<file path="src/rtl/midi_msg_parser.sv">
// MIDI byte-stream parser: rebuilds channel-voice messages (with running status),
// passes real-time bytes through, and flags protocol violations. All outputs registered.
module midi_msg_parser #(
  parameter logic [15:0] CHANNEL_MASK = 16'hFFFF
) (
  input  logic       clk,
  input  logic       rst_n,
  input  logic [7:0] rx_data,
  input  logic       rx_valid,
  output logic       ev_valid,
  output logic [2:0] ev_type,
  output logic [3:0] ev_chan,
  output logic [6:0] ev_d1,
  output logic [6:0] ev_d2,
  output logic       rt_valid,
  output logic [7:0] rt_code,
  output logic       err
);

  localparam logic [1:0] IDLE    = 2'd0;
  localparam logic [1:0] WAIT_D1 = 2'd1;
  localparam logic [1:0] WAIT_D2 = 2'd2;
  localparam logic [1:0] SKIP    = 2'd3;

  logic [1:0] state_q, state_d;
  logic [7:0] status_q, status_d;
  logic [6:0] d1_q, d1_d;
  // Set by a status byte, cleared once a message completes under that status.
  logic       fresh_q, fresh_d;

  logic       ev_valid_q, ev_valid_d;
  logic [2:0] ev_type_q, ev_type_d;
  logic [3:0] ev_chan_q, ev_chan_d;
  logic [6:0] ev_d1_q, ev_d1_d;
  logic [6:0] ev_d2_q, ev_d2_d;
  logic       rt_valid_q, rt_valid_d;
  logic [7:0] rt_code_q, rt_code_d;
  logic       err_q, err_d;

  logic       emit;
  logic [6:0] emit_d1;
  logic [6:0] emit_d2;
  logic [2:0] msg_type;
  logic       one_byte;

  assign msg_type = status_q[6:4];
  assign one_byte = (msg_type == 3'd4) || (msg_type == 3'd5);

  always_comb begin
    state_d    = state_q;
    status_d   = status_q;
    d1_d       = d1_q;
    fresh_d    = fresh_q;
    ev_valid_d = 1'b0;
    ev_type_d  = ev_type_q;
    ev_chan_d  = ev_chan_q;
    ev_d1_d    = ev_d1_q;
    ev_d2_d    = ev_d2_q;
    rt_valid_d = 1'b0;
    rt_code_d  = rt_code_q;
    err_d      = 1'b0;
    emit       = 1'b0;
    emit_d1    = 7'd0;
    emit_d2    = 7'd0;

    if (rx_valid) begin
      if (rx_data[7:3] == 5'b11111) begin
        rt_valid_d = 1'b1;
        rt_code_d  = rx_data;
      end else if (rx_data[7:4] == 4'hF) begin
        status_d = 8'h00;
        state_d  = SKIP;
        fresh_d  = 1'b0;
      end else if (rx_data[7]) begin
        if ((state_q == WAIT_D2) || ((state_q == WAIT_D1) && fresh_q))
          err_d = 1'b1;
        status_d = rx_data;
        state_d  = WAIT_D1;
        fresh_d  = 1'b1;
      end else begin
        case (state_q)
          IDLE: err_d = 1'b1;
          WAIT_D1: begin
            if (one_byte) begin
              emit    = 1'b1;
              emit_d1 = rx_data[6:0];
              fresh_d = 1'b0;
            end else begin
              d1_d    = rx_data[6:0];
              state_d = WAIT_D2;
            end
          end
          WAIT_D2: begin
            emit    = 1'b1;
            emit_d1 = d1_q;
            emit_d2 = rx_data[6:0];
            state_d = WAIT_D1;
            fresh_d = 1'b0;
          end
          default: ;
        endcase
      end
    end

    // Masked channels still advance the parser; only the output event is suppressed.
    if (emit && CHANNEL_MASK[status_q[3:0]]) begin
      ev_valid_d = 1'b1;
      ev_type_d  = ((msg_type == 3'd1) && (emit_d2 == 7'd0)) ? 3'd0 : msg_type;
      ev_chan_d  = status_q[3:0];
      ev_d1_d    = emit_d1;
      ev_d2_d    = emit_d2;
    end
  end

  always_ff @(posedge clk or negedge rst_n) begin
    if (!rst_n) begin
      state_q    <= IDLE;
      status_q   <= 8'h00;
      d1_q       <= 7'd0;
      fresh_q    <= 1'b0;
      ev_valid_q <= 1'b0;
      ev_type_q  <= 3'd0;
      ev_chan_q  <= 4'd0;
      ev_d1_q    <= 7'd0;
      ev_d2_q    <= 7'd0;
      rt_valid_q <= 1'b0;
      rt_code_q  <= 8'h00;
      err_q      <= 1'b0;
    end else begin
      state_q    <= state_d;
      status_q   <= status_d;
      d1_q       <= d1_d;
      fresh_q    <= fresh_d;
      ev_valid_q <= ev_valid_d;
      ev_type_q  <= ev_type_d;
      ev_chan_q  <= ev_chan_d;
      ev_d1_q    <= ev_d1_d;
      ev_d2_q    <= ev_d2_d;
      rt_valid_q <= rt_valid_d;
      rt_code_q  <= rt_code_d;
      err_q      <= err_d;
    end
  end

  assign ev_valid = ev_valid_q;
  assign ev_type  = ev_type_q;
  assign ev_chan  = ev_chan_q;
  assign ev_d1    = ev_d1_q;
  assign ev_d2    = ev_d2_q;
  assign rt_valid = rt_valid_q;
  assign rt_code  = rt_code_q;
  assign err      = err_q;

endmodule

</file>
<file path="config.mk">
export PLATFORM = sky130hd
export DESIGN_NAME = midi_msg_parser
export DESIGN_NICKNAME = d
export VERILOG_FILES = /design/src/rtl/midi_msg_parser.sv
export SDC_FILE = /design/constraint.sdc
export NUM_CORES = 1
export LEC_CHECK = 0
export ABC_CLOCK_PERIOD_IN_PS = 2100
export BUFFER_PORTS_ARGS = -buffer_cell sky130_fd_sc_hd__buf_2
export CAP_MARGIN = 10
export CORE_ASPECT_RATIO = 0.9
export CORE_MARGIN = 5
export CORE_UTILIZATION = 53
export CTS_BUF_LIST = sky130_fd_sc_hd__clkbuf_8 sky130_fd_sc_hd__clkbuf_16
export DETAILED_ROUTE_END_ITERATION = 16
export PLACE_DENSITY = 0.87
export SYNTH_ARGS = -nofsm -noshare
export SYNTH_HDL_FRONTEND = slang
export SYNTH_SLANG_ARGS = --single-unit
</file>
<file path="constraint.sdc">
create_clock -name clk -period 2.1 [get_ports clk]
set_input_delay 0.105 -clock clk [delete_from_list [all_inputs] [get_ports clk]]
set_output_delay 0.105 -clock clk [all_outputs]
set_load 0.01 [all_outputs]
</file>
# Yosys cells after proc, flatten, opt, wreduce, memory -nomap -nowiden
# Memories as Yosys holds them, arrays and structs flattened.
# Index checks and enable logic that the tools add are counted.
[totals] ram_bits=0 latch_bits=0 wordCells=79 mem_count=1 output_inout_bits=32 regBits=49 rom_bits=16
[classes] n_addsub=0 shift=0 n_mul=0 muxes=38 n_reduce_logical=14 bitwise=4 div=0 eq_ne=9 n_lt_le_gt_ge=1
[mem_list] name="(no name shown)" words=16 width=1 rd=1 rd_ports_with_merged_regs=0 write_ports=0 line_no="106" rtl="if (emit && CHANNEL_MASK[status_q[3:0]]) begin"
[op_table] operator="7-bit 2-to-1 mux" n=12
[op_table] operator="1-bit 2-to-1 mux" n=18
[op_table] operator="7-bit one-hot mux with 2 select lines" n=1
[op_table] operator="4-bit inequality test (second input constant)" n=2
[op_table] operator="4-bit AND reduction" n=2
[op_table] operator="7-bit logical NOT" n=1
[op_table] operator="3-bit equality test (second input constant)" n=2
[op_table] operator="2-bit 2-to-1 mux" n=3
[op_table] operator="6-bit AND reduction" n=1
[op_table] operator="5-bit equality test (second input constant)" n=1
[op_table] operator="4-bit by 5-bit < comparator with 1-bit output (second input constant)" n=1
[op_table] operator="4-bit equality test (second input constant)" n=1
[op_table] operator="1-bit inverter" n=4
[op_table] operator="1-bit one-hot mux with 2 select lines" n=2
[op_table] operator="2-bit one-hot mux with 2 select lines" n=1
[op_table] operator="4-bit nonzero test" n=1
[op_table] operator="3-bit by 1-bit equality test with 1-bit output (second input constant)" n=1
[op_table] operator="1-bit logical AND" n=3
[op_table] operator="3-bit 2-to-1 mux" n=1
[op_table] operator="3-bit AND reduction" n=1
[op_table] operator="2-bit by 1-bit equality test with 1-bit output (second input constant)" n=1
[op_table] operator="2-bit equality test (second input constant)" n=1
[op_table] operator="2-bit logical NOT" n=1
[op_table] operator="1-bit logical OR" n=2
[op_table] operator="other kinds (2)" n=2

# Longest topological paths before layout
# Gate-level depths: netlist of run 1.
[logic_depth] ltp_word=10 mapped_depth=8

# Worst setup path after synthesis of run 1
# OpenSTA, ideal clock, no wires.
[synth_timing] path_type="reg2reg" from="register state_q[1]" to="register ev_d1_q[6] (netlist: ev_d1[6])" period_less_slack_ns=1.523 arrival_time_ns=1.389 n_path_buf=1 setup_ns=0.134 setup_slack_ns=0.577 path_stages_with_launch=8 cell_sequence="dfrtp_1 > inv_1 > ha_1 > nand3b_1 > o21bai_4 > buf_2 > nand2_1 > o21ai_0"
[synth_between] elab_chain_len=7 word_cells_on_any_way=13
[synth_lines] item="from (decl)" line_no="25" rtl="logic [1:0] state_q, state_d;"
[synth_lines] item="from (signal assigned)" line_no="130" rtl="state_q <= state_d;"
[synth_lines] item="2-bit equality test / 2-bit by 1-bit equality test with 1-bit output (equally long branches)" line_no="81" rtl="case (state_q)"
[synth_lines] item="1-bit one-hot mux with 2 select lines" line_no="81"
[synth_lines] item="1-bit 2-to-1 mux" line_no="74" rtl="end else if (rx_data[7]) begin"
[synth_lines] item="1-bit 2-to-1 mux" line_no="70" rtl="end else if (rx_data[7:4] == 4'hF) begin"
[synth_lines] item="1-bit 2-to-1 mux" line_no="67" rtl="if (rx_data[7:3] == 5'b11111) begin"
[synth_lines] item="1-bit 2-to-1 mux" line_no="66" rtl="if (rx_valid) begin"
[synth_lines] item="1-bit logical AND" line_no="106"
[synth_lines] item="to (signal assigned)" line_no="137" rtl="ev_d1_q <= ev_d1_d;"
[synth_lines] item="to (decl)" line_no="34" rtl="logic [6:0] ev_d1_q, ev_d1_d;"
# Several ways; a longest one is shown, not always the timed one.
# A chain may end at the register's enable or synchronous reset.

# Worst setup path after layout of run 1
[layout_timing] from="register state_q[0]" to="register ev_type_q[1] (netlist: ev_type[1])"
[layout_between] elab_chain_len=9 word_cells_on_any_way=16
[layout_lines] item="2-bit equality test" line_no="81"
[layout_lines] item="7-bit 2-to-1 mux" line_no="81"
[layout_lines] item="7-bit 2-to-1 mux" line_no="74"
[layout_lines] item="7-bit 2-to-1 mux" line_no="70"
[layout_lines] item="7-bit 2-to-1 mux" line_no="67"
[layout_lines] item="7-bit 2-to-1 mux" line_no="66"
[layout_lines] item="7-bit logical NOT" line_no="108" rtl="ev_type_d = ((msg_type == 3'd1) && (emit_d2 == 7'd0)) ? 3'd0 : msg_type;"
[layout_lines] item="1-bit logical AND" line_no="108"
[layout_lines] item="3-bit 2-to-1 mux" line_no="108"
[layout_lines] item="to (signal assigned)" line_no="135" rtl="ev_type_q <= ev_type_d;"
[layout_lines] item="to (decl)" line_no="32" rtl="logic [2:0] ev_type_q, ev_type_d;"
# Several ways; a longest one is shown, not always the timed one.

==> results of run 1 <==
## how the worst max path moves through the flow
stage | startpoint | endpoint | cells past startpoint
global placement | state_q[0] | ev_type[2] | 4
finish | state_q[0] | ev_type[1] | 6
floorplan | state_q[1] | ev_d1[6] | 7
global route | state_q[1] | ev_type[1] | 6
CTS | state_q[0] | ev_type[1] | 6
detailed placement | state_q[0] | ev_type[1] | 6
## layout by cell type (no fill, tap or decap), types with 2 or more instances in the layout
cell / synthesis / routed
dfrtp_1: 49 / 49
buf_2: 6 / 42
nand2_1: 32 / 32
o21ai_0: 28 / 28
inv_1: 11 / 12
mux2_2: 10 / 10
a22oi_1: 7 / 7
nand3_1: 7 / 7
or2_2: 5 / 5
clkbuf_8: 0 / 5
ha_1: 3 / 3
a21oi_1: 2 / 2
nor3_1: 2 / 2
nor2_1: 2 / 2
o21ai_1: 2 / 2
buf_4: 1 / 2
## area by class of cell
type                    count  area [µm²]  share of cell area (%)
inverters                  12        45.0                    1.84
flip-flops and latches     49        1230                    50.2
clock buffers               5        68.8                    2.82
clock inverters             3        42.5                    1.74
well taps                  46        57.6                    2.36
multi-input cells         118         748                    30.6
repair buffers             46         255                    10.4
## cells by family after synthesis
logic type | Yosys count | share of synthesized area (%)
buf+inv | 20 | 4.19
flops | 49 | 59.5
compound gates | 46 | 14.3
simple gates | 57 | 13.5
mux | 12 | 6.68
fa+ha+maj | 3 | 1.82
## metal layers
layer | global-route usage [%] | vias up
met2 | 28.6 | 26
met4 | 7.57 | 0
met1 | 23.9 | 726
met3 | 4.36 | 5
li1 | - | 724
met5 | 0 | -
## sequential cells by signal, summed over array words and instances (netlist names)
signal and cells:
rt_code 8, d1_q 7, ev_d1 7, ev_d2 7, status_q 7, ev_chan 4, ev_type 3, state_q 2
err 1, ev_valid 1, fresh_q 1, rt_valid 1
## stage by stage
| step | worst slack, ps | hold slack [ps] | utilization (%) | std cells |
|---|---|---|---|---|
| CTS | 262 | 78.4 | 65.5 | 279 |
| floorplan | 577 | -191 | - | 187 |
| global placement | 358 | 136 | 62.2 | 270 |
| global route | 99.5 | 94.6 | 65.5 | 279 |
| detailed placement | 291 | 134 | 62.2 | 270 |
| finish | 264 | 86.2 | 65.5 | 279 |
## where the power goes
group / internal [mW] / total [mW] / switching, mW / leakage, nW
Combinational: 0.396 / 0.882 / 0.486 / 0.527
Sequential: 1.23 / 1.39 / 0.158 / 0.620
Clock: 0.353 / 0.666 / 0.314 / 0.0595
## worst max-delay path, cell delays in order, from the launching register on
cell and delay, ps:
dfrtp_1 380, inv_1 80, ha_1 300, nand3b_1 250, o21bai_4 430, nand2_1 140
o21ai_0 100
## timing repair
item | 4_1_cts | 5_1_grt
resized for setup | 0 | 0
endpoints found under the hold margin | 25 | 0
hold buffers | 1 | 0
==> summary.md, run 1 <==
| Metric | Value |
|---|---|
| Status | finished clean |
| Count leader, synth | dfrtp_1 |
| Worst Tran Pin Value | 668 ps |
| Crit path kind | flop to flop |
| Root buffer cell | clkbuf_8 |
| Fmax | 0.545 GHz |
| CTS Buffer Depth | 2 |
| Hold Path Origin | rx_data[5] |
| Rel. slew slack | 55.3% |
| Fraction of layout cells with a size suffix above 1 | 32.2% |
| Gr usage total | 18.3% |
| Drt first-iter violations | 70 |
| Mapped cell area | 2060 µm² |
| Overall power | 2.94 mW |
| RR Startpoint | state_q[0] |
| Total Nets Final | 246 |
| Worst-path maximum fanout | 36 |
| Placer congestion estimate | 0.875 |
| DR vias | 1481 |
| Pre-Repair DR Iteration Count | 4 |
| CTS Buf Count | 5 |
| Initial antenna violation count | 0 |
| Row count | 21 |
| DRC errors left | 0 |
| Post-CTS Setup Inserts | 0 |
| First-pass GRT wire length | 7190 µm |
| Hold Fails Final Rpt | 0 |
| Worst EP arrival | 1990 ps |
| Fin. max-slew vios | 0 |
| Vias in the first global route | 1480 |
| Met1 WL | 1980 µm |
| I/O pins | 43 |
| PwrDens | 1200 nW/µm² |
| Reg-to-reg endpoint | ev_type[1] |
| Fin crit period | 1840 ps |
| Synth top area share | 59.5% |
| R2R Setup Slk | 260 ps |
| Layout area overhead | 18.6% |
| Met3 WL | 206 µm |
| Distinct cells, synth | 35 |
| Worst hold path depth | 3 |
| Ys Warns | 0 |
| ANT nets after route | 0 |
| CTS clk-pin slew, worst paths | 90 ps |
| CP Launch Type | flop |
| Design Area, Final | 2440 µm² |
| H-tree depth | 2 |
| Synth top area cells | dfrtp_1 60%, o21ai_0 6.8%, nand2_1 5.8% |
| Critical path endpoint category | flop |
| Drt via density | 5.31 |
| # setup viols final | 0 |
| Chip width | 75.7 µm |
| Mean post-synth cell area | 11.0 µm² |
| Max Used Layer | met4 |
| Worst endpoint required time | 2250 ps |
| Mean routed wirelength per cell | 15.7 µm |
| Synthesized Nets | 201 |
| Register area share after synthesis | 59.5% |
| # fillers | 293 |
| Unrepaired setup endpoints after global routing | no |
| Met2 Wirelength | 2130 µm |
| Syn Inst Count | 187 |
| Ys async rst share | 100% |
| Period utilisation layout | 87.5% |
| Post-synth top cells | 49 x dfrtp_1, 32 x nand2_1, 28 x o21ai_0 |
| Height of the die | 69.2 µm |
| P_leak | 1.21 nW |
| CTS tree | done |
| Hold Path Class | primary input to flop |
| Largest net degree at the start of global routing | 37 |
| Core area | 3730 µm² |
| Area after DPL | 2320 µm² |
| Drt total wl | 4380 µm |
| Initial core utilization | 55.2% |
| WHS Endpoint | ev_d2[5] |
| Sink Count | 49 |
| R2R depth | 6 |
| Port bufs | 42 |
| DP Wirelength | 3070 µm |
| Peak supply drop | 0.000687 V |
| # diodes | 0 |
| Congestion Overflow GR | 0 |
| EDFF count, synth | 0 |
| Die Area | 5240 µm² |
| Setup TNS | 0 ps |
| Synth Flop Type | dfrtp_1 |
| FF+latch count, synth | 49 |
| Setup Skew | 9.28 ps |
| Area leader, netlist | dfrtp_1 |
| Max Cap Viol | 0 |
| Clk Latency, worst-skew pair | 310 ps |
Note: power is estimated with default switching activity, not from simulation.
==> run 2, diff against run 1 <==
--- a/config.mk
+++ b/config.mk
@@ -5,12 +5,13 @@
 export SDC_FILE = /design/constraint.sdc
 export NUM_CORES = 1
 export LEC_CHECK = 0
+export ABC_AREA = 1
 export ABC_CLOCK_PERIOD_IN_PS = 2100
 export BUFFER_PORTS_ARGS = -buffer_cell sky130_fd_sc_hd__buf_2
 export CAP_MARGIN = 10
-export CORE_ASPECT_RATIO = 0.9
+export CORE_ASPECT_RATIO = 1.2
 export CORE_MARGIN = 5
-export CORE_UTILIZATION = 53
+export CORE_UTILIZATION = 54
 export CTS_BUF_LIST = sky130_fd_sc_hd__clkbuf_8 sky130_fd_sc_hd__clkbuf_16
 export DETAILED_ROUTE_END_ITERATION = 16
 export PLACE_DENSITY = 0.87
==> constraint.sdc (replaced) <==
create_clock -name clk -period 2.1 [get_ports clk]
set_input_delay 0.105 -clock clk [delete_from_list [all_inputs] [get_ports clk]]
set_output_delay 0.105 -clock clk [all_outputs]
set_load 0.005 [all_outputs]
==> run 2 against run 1 <==
Compared with the run above:
- critical path depth rose by 2
- synthesized cell count rose by 30%
- sequential share of layout area fell by 2.0 points
- wire length rose by 3.5%
- hold slack got worse by 26 ps
- final cell count rose by 23%
- clock skew fell by 6.1 ps
- critical path type unchanged
- largest power group unchanged
==> summary.md, run 2 <==
| Metric | Value |
|---|---|
| # diodes | 0 (unchanged) |
| Unrepaired setup endpoints after global routing | no |
| Setup TNS | 0 ps (unchanged) |
| Worst Tran Pin Value | 601 ps (-67.6 ps) |
| Period utilisation layout | 84.1% (-3.4 points) |
| Fin. max-slew vios | 0 (unchanged) |
| Mapped cell area | 2210 µm² (+7.3%) |
| Gr usage total | 19.2% (+0.97 points) |
| Most common cell after layout, fill and taps aside | nand2_1 |
| Distinct cells, synth | 22 (-37%) |
| Area taken by flip-flops and latches | 1230 µm² (unchanged) |
| Syn Inst Count | 243 (+30%) |
| Setup Skew | 3.20 ps (-6.08 ps) |
| FF+latch count, synth | 49 (unchanged) |
| Mean post-synth cell area | 9.10 µm² (-17%) |
| Drt first-iter violations | 130 (+86%) |
| Rel. slew slack | 60.0% (+4.6 points) |
| Synth Flop Type | dfrtp_1 |
| Root buffer cell | clkbuf_8 |
| Sink Count | 49 (unchanged) |
| Clk Latency, worst-skew pair | 310 ps (about the same) |
| First-pass GRT wire length | 7870 µm (+9.4%) |
| EDFF count, synth | 0 (unchanged) |
| Pre-Repair DR Iteration Count | 4 (unchanged) |
| ANT nets after route | 0 (unchanged) |
| Worst endpoint required time | 2350 ps (+100 ps) |
| # fillers | 329 (+12%) |
| # setup viols final | 0 (unchanged) |
| Ys Warns | 0 (unchanged) |
| Initial antenna violation count | 0 (unchanged) |
| Row count | 25 (+19%) |
| Die Area | 5480 µm² (+4.6%) |
| Drt total wl | 4530 µm (+3.5%) |
| CP Launch Type | flop |
| CTS clk-pin slew, worst paths | 90 ps (about the same) |
| DRC errors left | 0 (unchanged) |
| Fin crit period | 1770 ps (-71.1 ps) |
| Worst-path maximum fanout | 34 (-5.6%) |
| Height of the die | 80.1 µm (+16%) |
| Drt via density | 5.06 (-4.6%) |
| Placer congestion estimate | 0.927 (+5.8%) |
| Area leader, netlist | dfrtp_1 |
| P_leak | 1.36 nW (+12%) |
| H-tree depth | 2 (unchanged) |
| CTS Buf Count | 5 (unchanged) |
| Ys async rst share | 100% (unchanged) |
| Register area share after synthesis | 55.5% (-4.0 points) |
| Fraction of layout cells with a size suffix above 1 | 26.9% (-5.3 points) |
| CTS Buffer Depth | 2 (unchanged) |
| Post-synth top cells | 70 x nand2_1, 49 x dfrtp_1, 24 x inv_1 |
| Chip width | 68.4 µm (-9.7%) |
| Util after Layout | 64.5% (-0.99 points) |
| DP Wirelength | 3390 µm (+10%) |
| Largest net degree at the start of global routing | 50 (+35%) |
| Congestion Overflow GR | 0 (unchanged) |
| Max Cap Viol | 0 (unchanged) |
| Core area | 3940 µm² (+5.6%) |
| Hold Path Class | primary input to flop |
| Commonest cells after routing, fill and taps aside | 70 x nand2_1, 49 x dfrtp_1, 42 x buf_2 |
| Count leader, synth | nand2_1 |
| Mean routed wirelength per cell | 13.2 µm (-16%) |
| Layout area overhead | 15.0% |
| Synth top area share | 55.5% (-4.0 points) |
| Status | finished clean |
| Hold Fails Final Rpt | 0 (unchanged) |
| Critical path endpoint category | flop |
| Port bufs | 42 (unchanged) |
| Max reg flops | 8 (unchanged) |
| CTS tree | done |
| Total Nets Final | 303 (+23%) |
| Synthesized Nets | 257 (+28%) |
| Vias in the first global route | 1731 (+17%) |
| Peak supply drop | 0.000451 V (-34%) |
| I/O pins | 43 (unchanged) |
| Post-CTS sizing | 0 (unchanged) |
| PwrDens | 1060 nW/µm² (-12%) |
| Crit path kind | flop to flop |
| Initial core utilization | 56.1% (+0.86 points) |
| DR vias | 1742 (+18%) |
| Fmax | 0.566 GHz (+4.0%) |
| Worst EP arrival | 2010 ps (+20 ps) |
| Synth top area cells | dfrtp_1 55%, nand2_1 12%, o21ai_0 5.0% |
| Area occupied by multi-input gates | 803 µm² (+7.4%) |
==> run 2: changes by cell type after synthesis, sizes merged, moves of 2 or more <==
cell	change
nand2	+39
nor2	+17
inv	+16
mux2	-11
a22oi	-7
o22ai	+7
nand4	+4
o21ai	+4
a211oi	-2
a21oi	-2
and3	-2
o21bai	-2
==> run 2: area by class of cell <==
type	instances	area share, %
Clock inverter	3	0.689
Multi-Input combinational cell	157	31.6
Inverter	29	4.28
Timing Repair Buffer	47	9.84
Clock buffer	5	2.71
Sequential cell	49	48.2
Tap cell	54	2.66
==> run 2: metrics by stage <==
stage                     setup WS (ps)  std cells  hold slack (ps)  total power [mW]  cell area, µm²
after floorplan                     580        243             -191              1.86            2210
after global placement              425        335              228              2.14            2450
after detailed placement            345        335              240              2.17            2450
after CTS                           322        344             55.3              2.72            2540
after global routing                157        344             71.1              2.90            2540
final                               335        344             60.7              2.70            2540
==> run 2: repair_timing <==
action / CTS / global route
hold endpoints to repair: 49 / 0
endpoints found under the setup margin: 0 / 0
hold buffers: 1 / 0
buffers inserted: 0 / 0
==> run 2: worst paths after layout <==
| kind | slack [ps] | endpoint | from | cells after the start |
|---|---|---|---|---|
| worst min-delay path | 60 | d1_q[1] | rx_data[1] | 3 |
| min in group asynchronous | 410 | err | rst_n | 3 |
| worst min register to register | 470 | rt_code[6] | rt_code[6] | 1 |
| worst max register to register | 330 | ev_d2[3] | state_q[1] | 8 |
| worst max-delay path | 330 | ev_d2[3] | state_q[1] | 8 |
| max in group asynchronous | 1280 | ev_chan[0] | rst_n | 3 |
==> run 2: kinds of logic (layout without fill, tap and decap cells) <==
| logic type | Yosys count | count (layout) | share of synthesized area (%) |
|---|---|---|---|
| buf+inv | 37 | 84 | 8.21 |
| fa+ha+maj | 3 | 3 | 1.70 |
| simple gates | 112 | 112 | 23.1 |
| flops | 49 | 49 | 55.5 |
| compound gates | 42 | 42 | 11.5 |
==> run 2: metal layers <==
| layer | GRT usage [%] | vias to the layer above | wire length, µm |
|---|---|---|---|
| met3 | 4.34 | 11 | 237 |
| met2 | 32.1 | 48 | 2340 |
| met1 | 22.5 | 819 | 1830 |
| met5 | 0 | - | 0 |
| li1 | - | 864 | - |
| met4 | 9.94 | 0 | 123 |
==> run 2: worst max-delay path: stages (launching register included) <==
cell and delay, ps:
dfrtp_1 400, inv_1 80, ha_1 210, nand2_2 130, nand2_1 120, nand3_4 320, inv_2 270, nand2_1 80
nand2_1 70
==> run 2: power breakdown <==
| part | internal [mW] | switching (mW) |
|---|---|---|
| clock network | 0.230 | 0.319 |
| registers | 1.20 | 0.116 |
| logic | 0.345 | 0.488 |
| total | 1.78 | 0.922 |
